==> config.mk <==
export PLATFORM = sky130hd
export DESIGN_NAME = thread_sched
export DESIGN_NICKNAME = d
export VERILOG_FILES = /design/src/rtl/thread_sched_pkg.sv /design/src/rtl/thread_sched_rr_arbiter.sv /design/src/rtl/thread_sched.sv
export SDC_FILE = /design/constraint.sdc
export NUM_CORES = 1
export LEC_CHECK = 0
export CAP_MARGIN = 5
export CORE_AREA = 2 2 127 129
export CTS_CLUSTER_SIZE = 40
export DETAILED_ROUTE_END_ITERATION = 6
export DIE_AREA = 0 0 129 131
export HOLD_SLACK_MARGIN = 0.03
export PLACE_DENSITY_LB_ADDON = 0.2
export SYNTH_ARGS = -nofsm -noshare
export SYNTH_HDL_FRONTEND = slang
export SYNTH_SLANG_ARGS = --single-unit
==> constraint.sdc <==
create_clock -name clk -period 8.6 [get_ports clk]
set_input_delay 1.29 -clock clk [delete_from_list [all_inputs] [get_ports clk]]
set_output_delay 1.29 -clock clk [all_outputs]
set_load 0.02 [all_outputs]
==> src/rtl/thread_sched_pkg.sv <==
// Shared thread constants and types for the fetch-side scheduler.
// Holds thread count, ID width, ID type and the boot PC.
package thread_sched_pkg;

  localparam int NUM_TRD = 8;
  localparam int TRD_W   = 3;

  localparam logic [31:0] START_PC = 32'h0000_0000;

  typedef logic [TRD_W-1:0] trd_id_t;

  function automatic logic [NUM_TRD-1:0] trd_oh(
    input trd_id_t id
  );
    return NUM_TRD'(1) << id;
  endfunction

endpackage

==> src/rtl/thread_sched_rr_arbiter.sv <==
// Combinational round-robin arbiter: first request at or above ptr_i,
// wrapping at N-1 -> 0. N must equal 2**W.
module thread_sched_rr_arbiter #(
  parameter int N = 8,
  parameter int W = 3
) (
  input  logic [N-1:0] req_i,
  input  logic [W-1:0] ptr_i,
  output logic         gnt_vld_o,
  output logic [N-1:0] gnt_oh_o,
  output logic [W-1:0] gnt_idx_o
);

  logic [W-1:0] idx;

  always_comb begin
    gnt_vld_o = 1'b0;
    gnt_idx_o = '0;
    idx       = '0;
    // W-bit addition wraps the search back to thread 0
    for (int i = 0; i < N; i++) begin
      idx = ptr_i + W'(i);
      if (!gnt_vld_o && req_i[idx]) begin
        gnt_vld_o = 1'b1;
        gnt_idx_o = idx;
      end
    end
    gnt_oh_o = gnt_vld_o ? (N'(1) << gnt_idx_o) : '0;
  end

endmodule

==> src/rtl/thread_sched.sv <==
// Fetch-side round-robin thread scheduler with per-thread in-flight
// tracking. THREAD_SCHED_STAT_EN adds issue/bubble counters.
module thread_sched
  import thread_sched_pkg::*;
(
  input  logic                  clk,
  input  logic                  rst_n,
  input  logic [NUM_TRD-1:0]    trd_valid,
  input  logic [NUM_TRD-1:0]    trd_running,
  input  logic [NUM_TRD*32-1:0] trd_pc,
  input  logic                  fetch_rdy,
  input  logic                  done,
  input  trd_id_t               done_trd,
  input  logic                  flush,
  input  trd_id_t               flush_trd,
  output logic                  fetch_vld,
  output trd_id_t               fetch_trd,
  output logic [31:0]           fetch_pc,
  output logic [NUM_TRD-1:0]    inflight,
  output logic                  idle
`ifdef THREAD_SCHED_STAT_EN
  ,
  output logic [31:0]           stat_issue,
  output logic [31:0]           stat_bubble
`endif
);

  logic               vld_q, vld_d;
  trd_id_t            trd_q, trd_d;
  logic [31:0]        pc_q, pc_d;
  logic [NUM_TRD-1:0] infl_q, infl_d;
  trd_id_t            rr_q, rr_d;

  logic               kill;
  logic               accept;
  logic               load;
  logic [NUM_TRD-1:0] runnable;
  logic [NUM_TRD-1:0] sel_mask;
  logic [NUM_TRD-1:0] set_v;
  logic [NUM_TRD-1:0] clr_v;
  logic               gnt_vld;
  logic [NUM_TRD-1:0] gnt_oh;
  trd_id_t            gnt_idx;
  logic [31:0]        sel_pc;

  always_comb begin
    kill     = vld_q & flush & (flush_trd == trd_q);
    accept   = vld_q & fetch_rdy & ~kill;
    load     = ~vld_q | accept | kill;
    runnable = trd_valid & trd_running & ~infl_q;
    sel_mask = runnable;
    // the thread leaving the register must not be picked again
    if (accept) sel_mask &= ~trd_oh(trd_q);
    if (kill)   sel_mask &= ~trd_oh(flush_trd);
  end

  thread_sched_rr_arbiter #(
    .N (NUM_TRD),
    .W (TRD_W)
  ) u_arb (
    .req_i     (sel_mask),
    .ptr_i     (rr_q),
    .gnt_vld_o (gnt_vld),
    .gnt_oh_o  (gnt_oh),
    .gnt_idx_o (gnt_idx)
  );

  always_comb begin
    sel_pc = '0;
    for (int i = 0; i < NUM_TRD; i++) begin
      sel_pc |= trd_pc[32*i +: 32] & {32{gnt_oh[i]}};
    end
  end

  always_comb begin
    vld_d = vld_q;
    trd_d = trd_q;
    pc_d  = pc_q;
    if (load) begin
      vld_d = gnt_vld;
      trd_d = gnt_idx;
      pc_d  = sel_pc;
    end
    rr_d  = accept ? trd_q + trd_id_t'(1) : rr_q;
    set_v = accept ? trd_oh(trd_q) : '0;
    clr_v = '0;
    if (done)  clr_v |= trd_oh(done_trd);
    if (flush) clr_v |= trd_oh(flush_trd);
    // set after clear so a same-cycle accept wins
    infl_d = (infl_q & ~clr_v) | set_v;
  end

  always_ff @(posedge clk or negedge rst_n) begin
    if (!rst_n) begin
      vld_q  <= 1'b0;
      trd_q  <= '0;
      pc_q   <= '0;
      infl_q <= '0;
      rr_q   <= '0;
    end else begin
      vld_q  <= vld_d;
      trd_q  <= trd_d;
      pc_q   <= pc_d;
      infl_q <= infl_d;
      rr_q   <= rr_d;
    end
  end

  assign fetch_vld = vld_q;
  assign fetch_trd = trd_q;
  assign fetch_pc  = pc_q;
  assign inflight  = infl_q;
  assign idle      = ~vld_q & ~|runnable;

`ifdef THREAD_SCHED_STAT_EN
  logic [31:0] issue_q, issue_d;
  logic [31:0] bubble_q, bubble_d;

  always_comb begin
    issue_d  = issue_q;
    bubble_d = bubble_q;
    if (accept && issue_q != '1) begin
      issue_d = issue_q + 32'd1;
    end
    if (!vld_q && |trd_valid && bubble_q != '1) begin
      bubble_d = bubble_q + 32'd1;
    end
  end

  always_ff @(posedge clk or negedge rst_n) begin
    if (!rst_n) begin
      issue_q  <= '0;
      bubble_q <= '0;
    end else begin
      issue_q  <= issue_d;
      bubble_q <= bubble_d;
    end
  end

  assign stat_issue  = issue_q;
  assign stat_bubble = bubble_q;
`endif

endmodule

==> load_flow_metrics.sql, run 1 <==
INSERT INTO impl_metrics (metric_group, metric, value, unit) VALUES
('timing', 'min_period_over_period', '0.764', ''),
('clock_network', 'numCtsBuffers', '5', ''),
('grt', 'grt_pass1_wl', '37200', 'um'),
('synthesis', 'synthDominantCellAreaShare', '0.215', ''),
('critical_path', 'critical_path.endpoint_type', 'flop', ''),
('critical_path', 'timing.critical_path.buf_inv', '2', ''),
('clock_network', 'clock_sink_count', '47', ''),
('clock_network', 'cts_resized', '0', ''),
('clock_network', 'cts_setup_buffers', '0', ''),
('synthesis', 'synthesis.nets', '941', ''),
('critical_path', 'cp-startpoint', 'flush_trd[1]', ''),
('timing', 'achievable-frequency', '152', 'MHz'),
('finish', 'finalNetCount', '1232', ''),
('timing', 'actual_transition_at_the_worst_max_transition_pin', '1.16', 'ns'),
('clock_network', 'clock_tree_from_tritoncts', 'done', ''),
('synthesis', 'syn-instance-count', '650', ''),
('placement', 'dp_hpwl', '20200', 'um'),
('critical_path', 'crit_chain', 'clkdlybuf4s50_1 > xor2_2 > o41ai_2 > o21a_1 > a211oi_1 > nor4b_2 > and3b_1 > nand3_1 > a22oi_2 > buf_4 > and2b_1 > and2_1 > a221oi_1 > a31oi_1', ''),
('min_path', 'hold_path.class', 'flop to flop', ''),
('drt', 'post_drt_wl_per_cell', '22.0', 'um'),
('floorplan', 'dieArea', '0.0169', 'mm2'),
('synthesis', 'synth-main-ff-cell', 'sky130_fd_sc_hd__dfrtp_1', ''),
('synthesis', 'ys_seq_area_frac', '0.215', ''),
('clock_network', 'max-clock-path-buffers', '2', ''),
('timing', 'fin_worst_skew', '0.0104', 'ns'),
('grt', 'largest_net_degree_at_the_start_of_global_routing', '48', ''),
('finish', 'final_layout_size_suffix_gt1_frac', '0.0966', ''),
('floorplan', 'std_cell_rows', '46', ''),
('drt', 'drt-pass1-iter-count', '5', ''),
('critical_path', 'critical_path_required', '8.82', 'ns'),
('floorplan', 'y_dimension_of_the_die', '131', 'um'),
('critical_path', 'timing.rr.start', 'fetch_vld$_DFFE_PN0P_', ''),
('synthesis', 'yosys.cell_count.top_type', 'sky130_fd_sc_hd__nand2_1', ''),
('critical_path', 'crit_arrival', '6.79', 'ns'),
('synthesis', 'synth.cells.most_frequent', '110 x sky130_fd_sc_hd__nand2_1, 51 x sky130_fd_sc_hd__nor2_1, 47 x sky130_fd_sc_hd__dfrtp_1', ''),
('critical_path', 'rrSetupSlack', '3.09', 'ns'),
('synthesis', 'syn-cell-area', '0.00546', 'mm2'),
('placement', 'placement.io_buffers', '327', ''),
('clock_network', 'holdBufCountCts', '0', ''),
('timing', 'rsz0062_at_grt', 'false', ''),
('grt', 'grt_overflow_total', '0', ''),
('finish', 'area_growth', '64.1', '%'),
('clock_network', 'latest_clock_arrival_within_the_worst_skew_pair', '0.31', 'ns'),
('critical_path', 'worstSetupPathType', 'input port to flop', ''),
('status', 'run_status', 'completed', ''),
('synthesis', 'netlist-cell-type-count', '79', ''),
('synthesis', 'synth_area_leaders', 'sky130_fd_sc_hd__dfrtp_1 22%, sky130_fd_sc_hd__nand2_1 7.6%, sky130_fd_sc_hd__mux2i_1 6.6%', ''),
('critical_path', 'worst-path-max-fanout', '39', ''),
('timing', 'period_needed', '6.57', 'ns'),
('synthesis', 'syn_warnings', '0', ''),
('critical_path', 'setup.worst_path.start_class', 'input port', ''),
('floorplan', 'coreArea', '0.0156', 'mm2'),
('finish', 'fillers', '1452', ''),
('synthesis', 'ffs_latches_synth', '47', ''),
('run', 'cap_viol_max_count', '0', ''),
('drt', 'drt_wl_total', '25500', 'um'),
('drt', 'initialDrtViolationCount', '386', ''),
('timing', 'max_slew_margin', '0.228', ''),
('timing', 'slew_viol_final', '0', ''),
('synthesis', 'synth-edff-count', '0', ''),
('floorplan', 'floorplan.initialDensity', '0.350', ''),
('drt', 'vias', '6506', ''),
('drt', 'number_of_remaining_drc_errors', '0', ''),
('drt', 'final_antenna_net_count', '0', ''),
('clock_network', 'clk_transition_reported_paths', '0.07', 'ns'),
('placement', 'placed_cells_incl_taps', '1150', ''),
('synthesis', 'post_synth.cell_area_avg', '8.40', 'um2'),
('clock_network', 'cts.root.buffer_cell', 'sky130_fd_sc_hd__clkbuf_16', ''),
('grt', 'global_route.usage.total', '0.293', ''),
('critical_path', 'crit_path_max_incr_delay', '0.88', 'ns'),
('timing', 'final_hold_slack', '0.532', 'ns');
[kinds of logic after synthesis]
kind of cell	count (synthesis)	synth area share
xor+xnor	7	0.0154
buf+inv	65	0.0607
compound gates	230	0.347
simple gates	232	0.201
fa+ha+maj	8	0.0183
flops	47	0.215
mux	61	0.142
[placed cells by master (no fill, tap or decap), types with 12 or more instances in the layout]
cell type / synthesis / layout
sky130_fd_sc_hd__nor2_1: 51 / 50
sky130_fd_sc_hd__and2_1: 14 / 14
sky130_fd_sc_hd__mux2i_1: 36 / 36
sky130_fd_sc_hd__a31oi_1: 27 / 27
sky130_fd_sc_hd__a221oi_2: 21 / 21
sky130_fd_sc_hd__a21oi_1: 31 / 31
sky130_fd_sc_hd__mux2_2: 12 / 12
sky130_fd_sc_hd__a221oi_1: 19 / 19
sky130_fd_sc_hd__nand2_1: 110 / 109
sky130_fd_sc_hd__o2bb2ai_1: 19 / 19
sky130_fd_sc_hd__o21ai_0: 19 / 19
sky130_fd_sc_hd__dfrtp_1: 47 / 47
sky130_fd_sc_hd__a22oi_1: 18 / 18
sky130_fd_sc_hd__clkdlybuf4s50_1: 0 / 326
[worst reg2reg max path: cells and delay by family, from the launching register on]
family / cells / cell delay, ns
flip-flops: 1 / 0.62
buffers and inverters: 1 / 0.47
AO/OA/AOI/OAI: 6 / 2.00
AND/OR/NAND/NOR: 6 / 2.34
[routing by layer]
metal  track usage  vias to the layer above  part of all wire
li1              -                     3089                 -
met2         0.531                      278              0.53
met1         0.346                     3108              0.39
met5             0                        -                 0
met3        0.0696                       31             0.065
met4        0.0825                        0             0.022
[cell type report]
cell class,instances,area [um2],share of cell area
Antenna cell,2,5.00,0.000559
Clock buffer,5,125,0.0140
Clock inverter,3,20.0,0.00223
Inverter,12,45.0,0.00503
Multi-Input combinational cell,538,3970,0.444
Sequential cell,47,1180,0.131
Tap cell,216,270,0.0302
Timing Repair Buffer,337,3340,0.373
[per-stage QoR]
| stage | util | area (um2) | worst slack (ns) |
|---|---|---|---|
| floorplan | - | 5460 | 3.83 |
| global placement | 0.565 | 8810 | 1.96 |
| detailed placement | 0.565 | 8810 | 1.84 |
| CTS | 0.574 | 8950 | 2.14 |
| global route | 0.574 | 8960 | 1.68 |
| finish | 0.574 | 8960 | 2.03 |
[flip-flops by register name, indices dropped and copies added (netlist names)]
signal,count
fetch_pc,32
fetch_vld,1
rr_q,3
inflight,8
fetch_trd,3
[worst paths after layout]
check,to,depth (start not counted)
setup / recovery,fetch_pc[18]$_DFFE_PN0P_,14
hold / removal,fetch_pc[13]$_DFFE_PN0P_,2
setup reg to reg,fetch_pc[18]$_DFFE_PN0P_,13
hold reg to reg,fetch_pc[13]$_DFFE_PN0P_,2
max in group asynchronous,inflight[6]$_DFF_PN0_,2
min in group asynchronous,fetch_pc[17]$_DFFE_PN0P_,2
Power of run 1 is left out: the tool's default activity adds up to more than one toggle a clock period on the data nets, which glitch-free logic cannot reach.
==> run 2, diff against run 1 <==
--- a/config.mk
+++ b/config.mk
@@ -6,10 +6,9 @@
 export NUM_CORES = 1
 export LEC_CHECK = 0
 export CAP_MARGIN = 5
-export CORE_AREA = 2 2 127 129
+export CORE_UTILIZATION = 35
 export CTS_CLUSTER_SIZE = 40
 export DETAILED_ROUTE_END_ITERATION = 6
-export DIE_AREA = 0 0 129 131
 export HOLD_SLACK_MARGIN = 0.03
 export PLACE_DENSITY_LB_ADDON = 0.2
 export SYNTH_ARGS = -nofsm -noshare
==> constraint.sdc (replaced) <==
create_clock -name clk -period 5.87 [get_ports clk]
set_input_delay 0.8805 -clock clk [delete_from_list [all_inputs] [get_ports clk]]
set_output_delay 0.8805 -clock clk [all_outputs]
set_load 0.02 [all_outputs]
==> run 2 against run 1 <==
Hold slack better by 0.0033 ns. Non-clock buffer count rose by 22. Register-to-register slack worse by 2.1 ns. Clock skew increased by 0.0026 ns. Worst setup slack got worse by 1.6 ns. Critical path depth unchanged. Global-route usage grew 1.8 points. Critical endpoint is now fetch_pc[29]$_DFFE_PN0P_.
==> load_flow_metrics.sql, run 2 (synthesized netlist as in run 1, its figures left out) <==
INSERT INTO impl_metrics (metric_group, metric, value, unit) VALUES
('status', 'run_status', 'completed', ''),
('timing', 'rsz0062_at_grt', 'false', ''),
('timing', 'report.final.hold_viol_count', '0', ''),
('timing', 'tns', '0', 'ns'),
('drt', 'initialDrtViolationCount', '577', ''),
('grt', 'grt_pass1_wl', '38200', 'um'),
('critical_path', 'setup.worst_path.start_class', 'input port', ''),
('timing', 'max_slew_margin', '0.235', ''),
('drt', 'vias', '6683', ''),
('critical_path', 'worst_path_max_delay_cell', 'sky130_fd_sc_hd__o41ai_2', ''),
('timing', 'actual_transition_at_the_worst_max_transition_pin', '1.15', 'ns'),
('critical_path', 'critical_path_required', '6.01', 'ns'),
('placement', 'dp_hpwl', '20300', 'um'),
('finish', 'area_growth', '68.3', '%'),
('floorplan', 'dieArea', '0.0161', 'mm2'),
('critical_path', 'timing.critical_path.depth', '14', ''),
('timing', 'fin_worst_skew', '0.0129', 'ns'),
('timing', 'slew_viol_final', '0', ''),
('finish', 'finalNonFillerCells', '1157', ''),
('finish', 'largest_register_ff_count', '32', ''),
('floorplan', 'floorplan.initialDensity', '0.359', ''),
('clock_network', 'cts_setup_buffers', '0', ''),
('timing', 'setup-violations-final', '0', ''),
('clock_network', 'cts.root.buffer_cell', 'sky130_fd_sc_hd__clkbuf_16', ''),
('clock_network', 'clk_transition_reported_paths', '0.08', 'ns'),
('critical_path', 'worst-path-max-fanout', '41', ''),
('floorplan', 'std_cell_rows', '45', ''),
('timing', 'period_needed', '5.45', 'ns'),
('critical_path', 'cp_common_cell', 'sky130_fd_sc_hd__a31oi_1', ''),
('placement', 'gp_congestion', '0.902', ''),
('placement', 'placed_cells_incl_taps', '1144', ''),
('clock_network', 'holdBufCountCts', '0', ''),
('finish', 'final_util', '0.605', ''),
('drt', 'detail_route.vias_per_cell', '5.78', ''),
('clock_network', 'cts_resized', '0', ''),
('drt', 'drt_wl_total', '25400', 'um'),
('critical_path', 'worstSetupPathType', 'input port to flop', ''),
('clock_network', 'cts_htree_levels', '2', ''),
('drt', 'post_drt_wl_per_cell', '22.0', 'um'),
('placement', 'placement.io_buffers', '327', ''),
('clock_network', 'clock_tree_from_tritoncts', 'done', ''),
('clock_network', 'max-clock-path-buffers', '2', ''),
('finish', 'final_layout_size_suffix_gt1_frac', '0.116', ''),
('grt', 'global_route.usage.total', '0.311', ''),
('drt', 'drt-pass1-iter-count', '5', ''),
('finish', 'sequential_area', '0.00118', 'mm2'),
('drt', 'final_antenna_net_count', '0', ''),
('finish', 'fillers', '1350', ''),
('clock_network', 'clock_sink_count', '47', ''),
('timing', 'min_period_over_period', '0.929', ''),
('critical_path', 'rrSetupSlack', '1.04', 'ns'),
('critical_path', 'reg2regPathDepth', '13', ''),
('min_path', 'hold_path.class', 'flop to flop', ''),
('finish', 'layout_common_cells', '326 x sky130_fd_sc_hd__clkdlybuf4s50_1, 109 x sky130_fd_sc_hd__nand2_1, 50 x sky130_fd_sc_hd__nor2_1', ''),
('critical_path', 'critical_path.endpoint_type', 'flop', ''),
('min_path', 'worstHoldPathCells', '2', ''),
('finish', 'mostFrequentLayoutCell', 'sky130_fd_sc_hd__clkdlybuf4s50_1', ''),
('floorplan', 'coreArea', '0.0152', 'mm2'),
('timing', 'achievable-frequency', '183', 'MHz'),
('critical_path', 'crit_chain', 'clkdlybuf4s50_1 > xor2_2 > o41ai_2 > o211ai_1 > and2_1 > mux4_2 > mux2i_1 > a21oi_1 > o22a_2 > buf_12 > mux2_2 > a22o_1 > a31oi_1 > a31oi_1', ''),
('grt', 'grt_overflow_total', '0', ''),
('critical_path', 'crit_arrival', '5.59', 'ns'),
('timing', 'final_hold_slack', '0.535', 'ns'),
('run', 'cap_viol_max_count', '0', ''),
('finish', 'multi_input_area', '0.00397', 'mm2'),
('floorplan', 'die-width', '127', 'um'),
('critical_path', 'cp_top_family', 'compound AO/OA/AOI/OAI gates', ''),
('critical_path', 'crit_path_max_incr_delay', '0.85', 'ns'),
('grt', 'antenna_found_initial', '5', ''),
('grt', 'grt_pass1_vias', '6687', ''),
('floorplan', 'io_pins', '328', ''),
('drt', 'number_of_remaining_drc_errors', '0', ''),
('finish', 'finalNetCount', '1254', ''),
('grt', 'largest_net_degree_at_the_start_of_global_routing', '48', ''),
('clock_network', 'numCtsBuffers', '5', ''),
('clock_network', 'latest_clock_arrival_within_the_worst_skew_pair', '0.30', 'ns'),
('critical_path', 'timing.critical_path.buf_inv', '2', ''),
('floorplan', 'y_dimension_of_the_die', '127', 'um');
-- run 2: cell types whose count changed in the layout (fill, tap and decap cells not counted), sizes merged --
cell      before  now
buf           11   33
bufinv         0    2
clkbuf         5    6
clkinv         1    0
clkinvlp       2    0
diode          2    5
-- run 2: worst paths after layout --
check	end	startpoint
max in group asynchronous	rr_q[2]$_DFFE_PN0N_	rst_n
worst min-delay path	fetch_pc[28]$_DFFE_PN0P_	fetch_pc[28]$_DFFE_PN0P_
worst max-delay path	fetch_pc[29]$_DFFE_PN0P_	flush_trd[0]
worst max register to register	fetch_pc[29]$_DFFE_PN0P_	fetch_vld$_DFFE_PN0P_
min in group asynchronous	fetch_pc[21]$_DFFE_PN0P_	rst_n
worst min register to register	fetch_pc[28]$_DFFE_PN0P_	fetch_pc[28]$_DFFE_PN0P_
-- run 2: worst min-delay path, stage by stage, from the launching register on --
cell                      delay [ns]
sky130_fd_sc_hd__dfrtp_1        0.35
sky130_fd_sc_hd__a22oi_1        0.08
sky130_fd_sc_hd__o21ai_1        0.07
-- run 2: cell type report --
class	count	share of cell area
inverters	12	0.00490
clock buffers	6	0.0140
diodes	5	0.00136
flip-flops and latches	47	0.128
clock inverters	2	0.00654
repair buffers	359	0.387
multi-input cells	538	0.432
well taps	188	0.0256
-- run 2: per-layer routing --
layer,track usage,part of all wire,vias up
met5,0,0,-
met3,0.0485,0.062,42
li1,-,-,3134
met4,0.106,0.025,0
met1,0.380,0.40,3219
met2,0.553,0.51,288
-- run 2: stage by stage --
stage	setup WS [ns]	cell area [um2]
2_1_floorplan	1.51	5460
3_3_place_gp	0.229	8990
3_5_place_dp	0.189	8990
4_1_cts	0.492	9180
5_1_grt	0.200	9190
6_report	0.416	9190
Power of run 2 is left out for the same reason.
==> run 3, diff against run 2 <==
--- a/config.mk
+++ b/config.mk
@@ -11,6 +11,7 @@
 export DETAILED_ROUTE_END_ITERATION = 6
 export HOLD_SLACK_MARGIN = 0.03
 export PLACE_DENSITY_LB_ADDON = 0.2
+export SETUP_SLACK_MARGIN = 0.3
 export SYNTH_ARGS = -nofsm -noshare
 export SYNTH_HDL_FRONTEND = slang
 export SYNTH_SLANG_ARGS = --single-unit
==> run 3 against run 2 <==
Critical path type unchanged. Worst setup slack better by 0.072 ns. Register-to-register slack improved by 0.05 ns. Routed wire length fell by 0.30%. Flip-flop and latch count unchanged. Clock-buffer cell count unchanged. Largest cell class unchanged.
==> load_flow_metrics.sql, run 3 (synthesized netlist as in run 1, its figures left out) <==
INSERT INTO impl_metrics (metric_group, metric, value, unit) VALUES
('drt', 'number_of_remaining_drc_errors', '0', ''),
('timing', 'report.final.hold_viol_count', '0', ''),
('drt', 'drt_wl_total', '25300', 'um'),
('drt', 'final_antenna_net_count', '0', ''),
('finish', 'largest_register_ff_count', '32', ''),
('finish', 'final_layout_size_suffix_gt1_frac', '0.116', ''),
('floorplan', 'die-width', '127', 'um'),
('clock_network', 'clock_tree_from_tritoncts', 'done', ''),
('timing', 'rsz0062_at_grt', 'false', ''),
('floorplan', 'coreArea', '0.0152', 'mm2'),
('critical_path', 'crit_arrival', '5.52', 'ns'),
('floorplan', 'y_dimension_of_the_die', '127', 'um'),
('clock_network', 'cts_htree_levels', '2', ''),
('timing', 'period_needed', '5.38', 'ns'),
('critical_path', 'critical_path.endpoint_type', 'flop', ''),
('run', 'cap_viol_max_count', '0', ''),
('drt', 'vias', '6692', ''),
('grt', 'grt_pass1_wl', '38200', 'um'),
('critical_path', 'crit_chain', 'clkdlybuf4s50_1 > xor2_2 > o41ai_2 > o211ai_1 > and2_1 > mux4_2 > mux2i_1 > a21oi_1 > o22a_2 > buf_12 > mux2_2 > a22o_1 > a31oi_1 > a31oi_1', ''),
('timing', 'actual_transition_at_the_worst_max_transition_pin', '1.14', 'ns'),
('clock_network', 'max-clock-path-buffers', '2', ''),
('critical_path', 'cp_common_cell', 'sky130_fd_sc_hd__a31oi_1', ''),
('timing', 'achievable-frequency', '186', 'MHz'),
('grt', 'grt_overflow_total', '0', ''),
('timing', 'slew_viol_final', '0', ''),
('clock_network', 'clock_sink_count', '47', ''),
('clock_network', 'clk_transition_reported_paths', '0.07', 'ns'),
('finish', 'finalNetCount', '1254', ''),
('grt', 'largest_net_degree_at_the_start_of_global_routing', '48', ''),
('timing', 'final_hold_slack', '0.533', 'ns'),
('critical_path', 'worst_path_max_delay_cell', 'sky130_fd_sc_hd__o41ai_2', ''),
('critical_path', 'timing.critical_path.buf_inv', '2', ''),
('floorplan', 'std_cell_rows', '45', ''),
('drt', 'drt-pass1-iter-count', '5', ''),
('timing', 'worst_slack', '0.488', 'ns'),
('critical_path', 'setup.worst_path.start_class', 'input port', ''),
('clock_network', 'latest_clock_arrival_within_the_worst_skew_pair', '0.30', 'ns'),
('floorplan', 'dieArea', '0.0161', 'mm2'),
('floorplan', 'floorplan.initialDensity', '0.359', ''),
('critical_path', 'critical_path_required', '6.01', 'ns'),
('timing', 'tns', '0', 'ns'),
('placement', 'dp_hpwl', '20300', 'um'),
('placement', 'place_worst_setup_slack', '0.189', 'ns'),
('grt', 'global_route.usage.total', '0.311', ''),
('placement', 'placement.io_buffers', '327', ''),
('finish', 'mostFrequentLayoutCell', 'sky130_fd_sc_hd__clkdlybuf4s50_1', ''),
('clock_network', 'cts.root.buffer_cell', 'sky130_fd_sc_hd__clkbuf_16', ''),
('timing', 'min_period_over_period', '0.917', ''),
('drt', 'initialDrtViolationCount', '623', ''),
('timing', 'max_slew_margin', '0.239', ''),
('critical_path', 'worst-path-max-fanout', '41', ''),
('clock_network', 'numCtsBuffers', '5', ''),
('drt', 'post_drt_wl_per_cell', '21.9', 'um'),
('drt', 'detail_route.vias_per_cell', '5.78', ''),
('grt', 'antenna_found_initial', '5', ''),
('status', 'run_status', 'completed', ''),
('critical_path', 'worstSetupPathType', 'input port to flop', ''),
('finish', 'area_growth', '68.6', '%'),
('floorplan', 'io_pins', '328', ''),
('finish', 'layout_common_cells', '326 x sky130_fd_sc_hd__clkdlybuf4s50_1, 109 x sky130_fd_sc_hd__nand2_1, 50 x sky130_fd_sc_hd__nor2_1', ''),
('grt', 'grt_pass1_vias', '6687', ''),
('placement', 'gp_congestion', '0.902', ''),
('timing', 'fin_worst_skew', '0.00976', 'ns'),
('min_path', 'hold_path.class', 'flop to flop', ''),
('finish', 'final_util', '0.606', ''),
('timing', 'setup-violations-final', '0', ''),
('critical_path', 'crit_path_max_incr_delay', '0.73', 'ns'),
('critical_path', 'cp_top_family', 'compound AO/OA/AOI/OAI gates', '');
run 3: cell counts in the layout (fill, tap and decap cells not counted):
Identical to the previous run, type by type.
run 3: final cells by class:
type                    count  area [um2]
diodes                      5        12.5
clock buffers               6         129
clock inverters             2        60.1
fillers                  1349        6000
inverters                  12        45.0
multi-input cells         538        3990
flip-flops and latches     47        1180
well taps                 188         235
repair buffers            359        3560
run 3: worst reg2reg max path, cell delays in order (launching register included):
cell	delay (ns)
sky130_fd_sc_hd__dfrtp_1	0.61
sky130_fd_sc_hd__nand2_1	0.26
sky130_fd_sc_hd__o41ai_2	0.72
sky130_fd_sc_hd__o211ai_1	0.28
sky130_fd_sc_hd__and2_1	0.27
sky130_fd_sc_hd__mux4_2	0.54
sky130_fd_sc_hd__mux2i_1	0.15
sky130_fd_sc_hd__a21oi_1	0.27
sky130_fd_sc_hd__o22a_2	0.32
sky130_fd_sc_hd__buf_12	0.25
sky130_fd_sc_hd__mux2_2	0.37
sky130_fd_sc_hd__a22o_1	0.20
sky130_fd_sc_hd__a31oi_1	0.28
sky130_fd_sc_hd__a31oi_1	0.13
run 3: final timing paths:
kind | start | endpoint | slack [ns] | cells past startpoint
max | flush_trd[0] | fetch_pc[29]$_DFFE_PN0P_ | 0.49 | 14
min | fetch_pc[28]$_DFFE_PN0P_ | fetch_pc[28]$_DFFE_PN0P_ | 0.53 | 2
max reg2reg | fetch_vld$_DFFE_PN0P_ | fetch_pc[29]$_DFFE_PN0P_ | 1.09 | 13
min reg2reg | fetch_pc[28]$_DFFE_PN0P_ | fetch_pc[28]$_DFFE_PN0P_ | 0.53 | 2
max in group asynchronous | rst_n | inflight[7]$_DFF_PN0_ | 4.68 | 2
min in group asynchronous | rst_n | fetch_pc[21]$_DFFE_PN0P_ | 0.70 | 2
run 3: repair_timing:
item / CTS / global route
setup endpoints to repair: 0 / 12
buffers inserted: 0 / 0
resized for setup: 0 / 2
hold buffers: 0 / 0
run 3: metrics by stage:
step / cell area, um2 / instances
after floorplan: 5460 / 650
final: 9210 / 1157
after global routing: 9210 / 1157
after detailed placement: 8990 / 1144
after global placement: 8990 / 1144
after CTS: 9180 / 1152
run 3: per-layer routing:
metal,global-route usage,up-vias,part of all wire
li1,-,3133,-
met1,0.380,3208,0.40
met2,0.553,303,0.51
met3,0.0485,48,0.063
met4,0.106,0,0.026
met5,0,-,0
Power of run 3 is left out for the same reason.
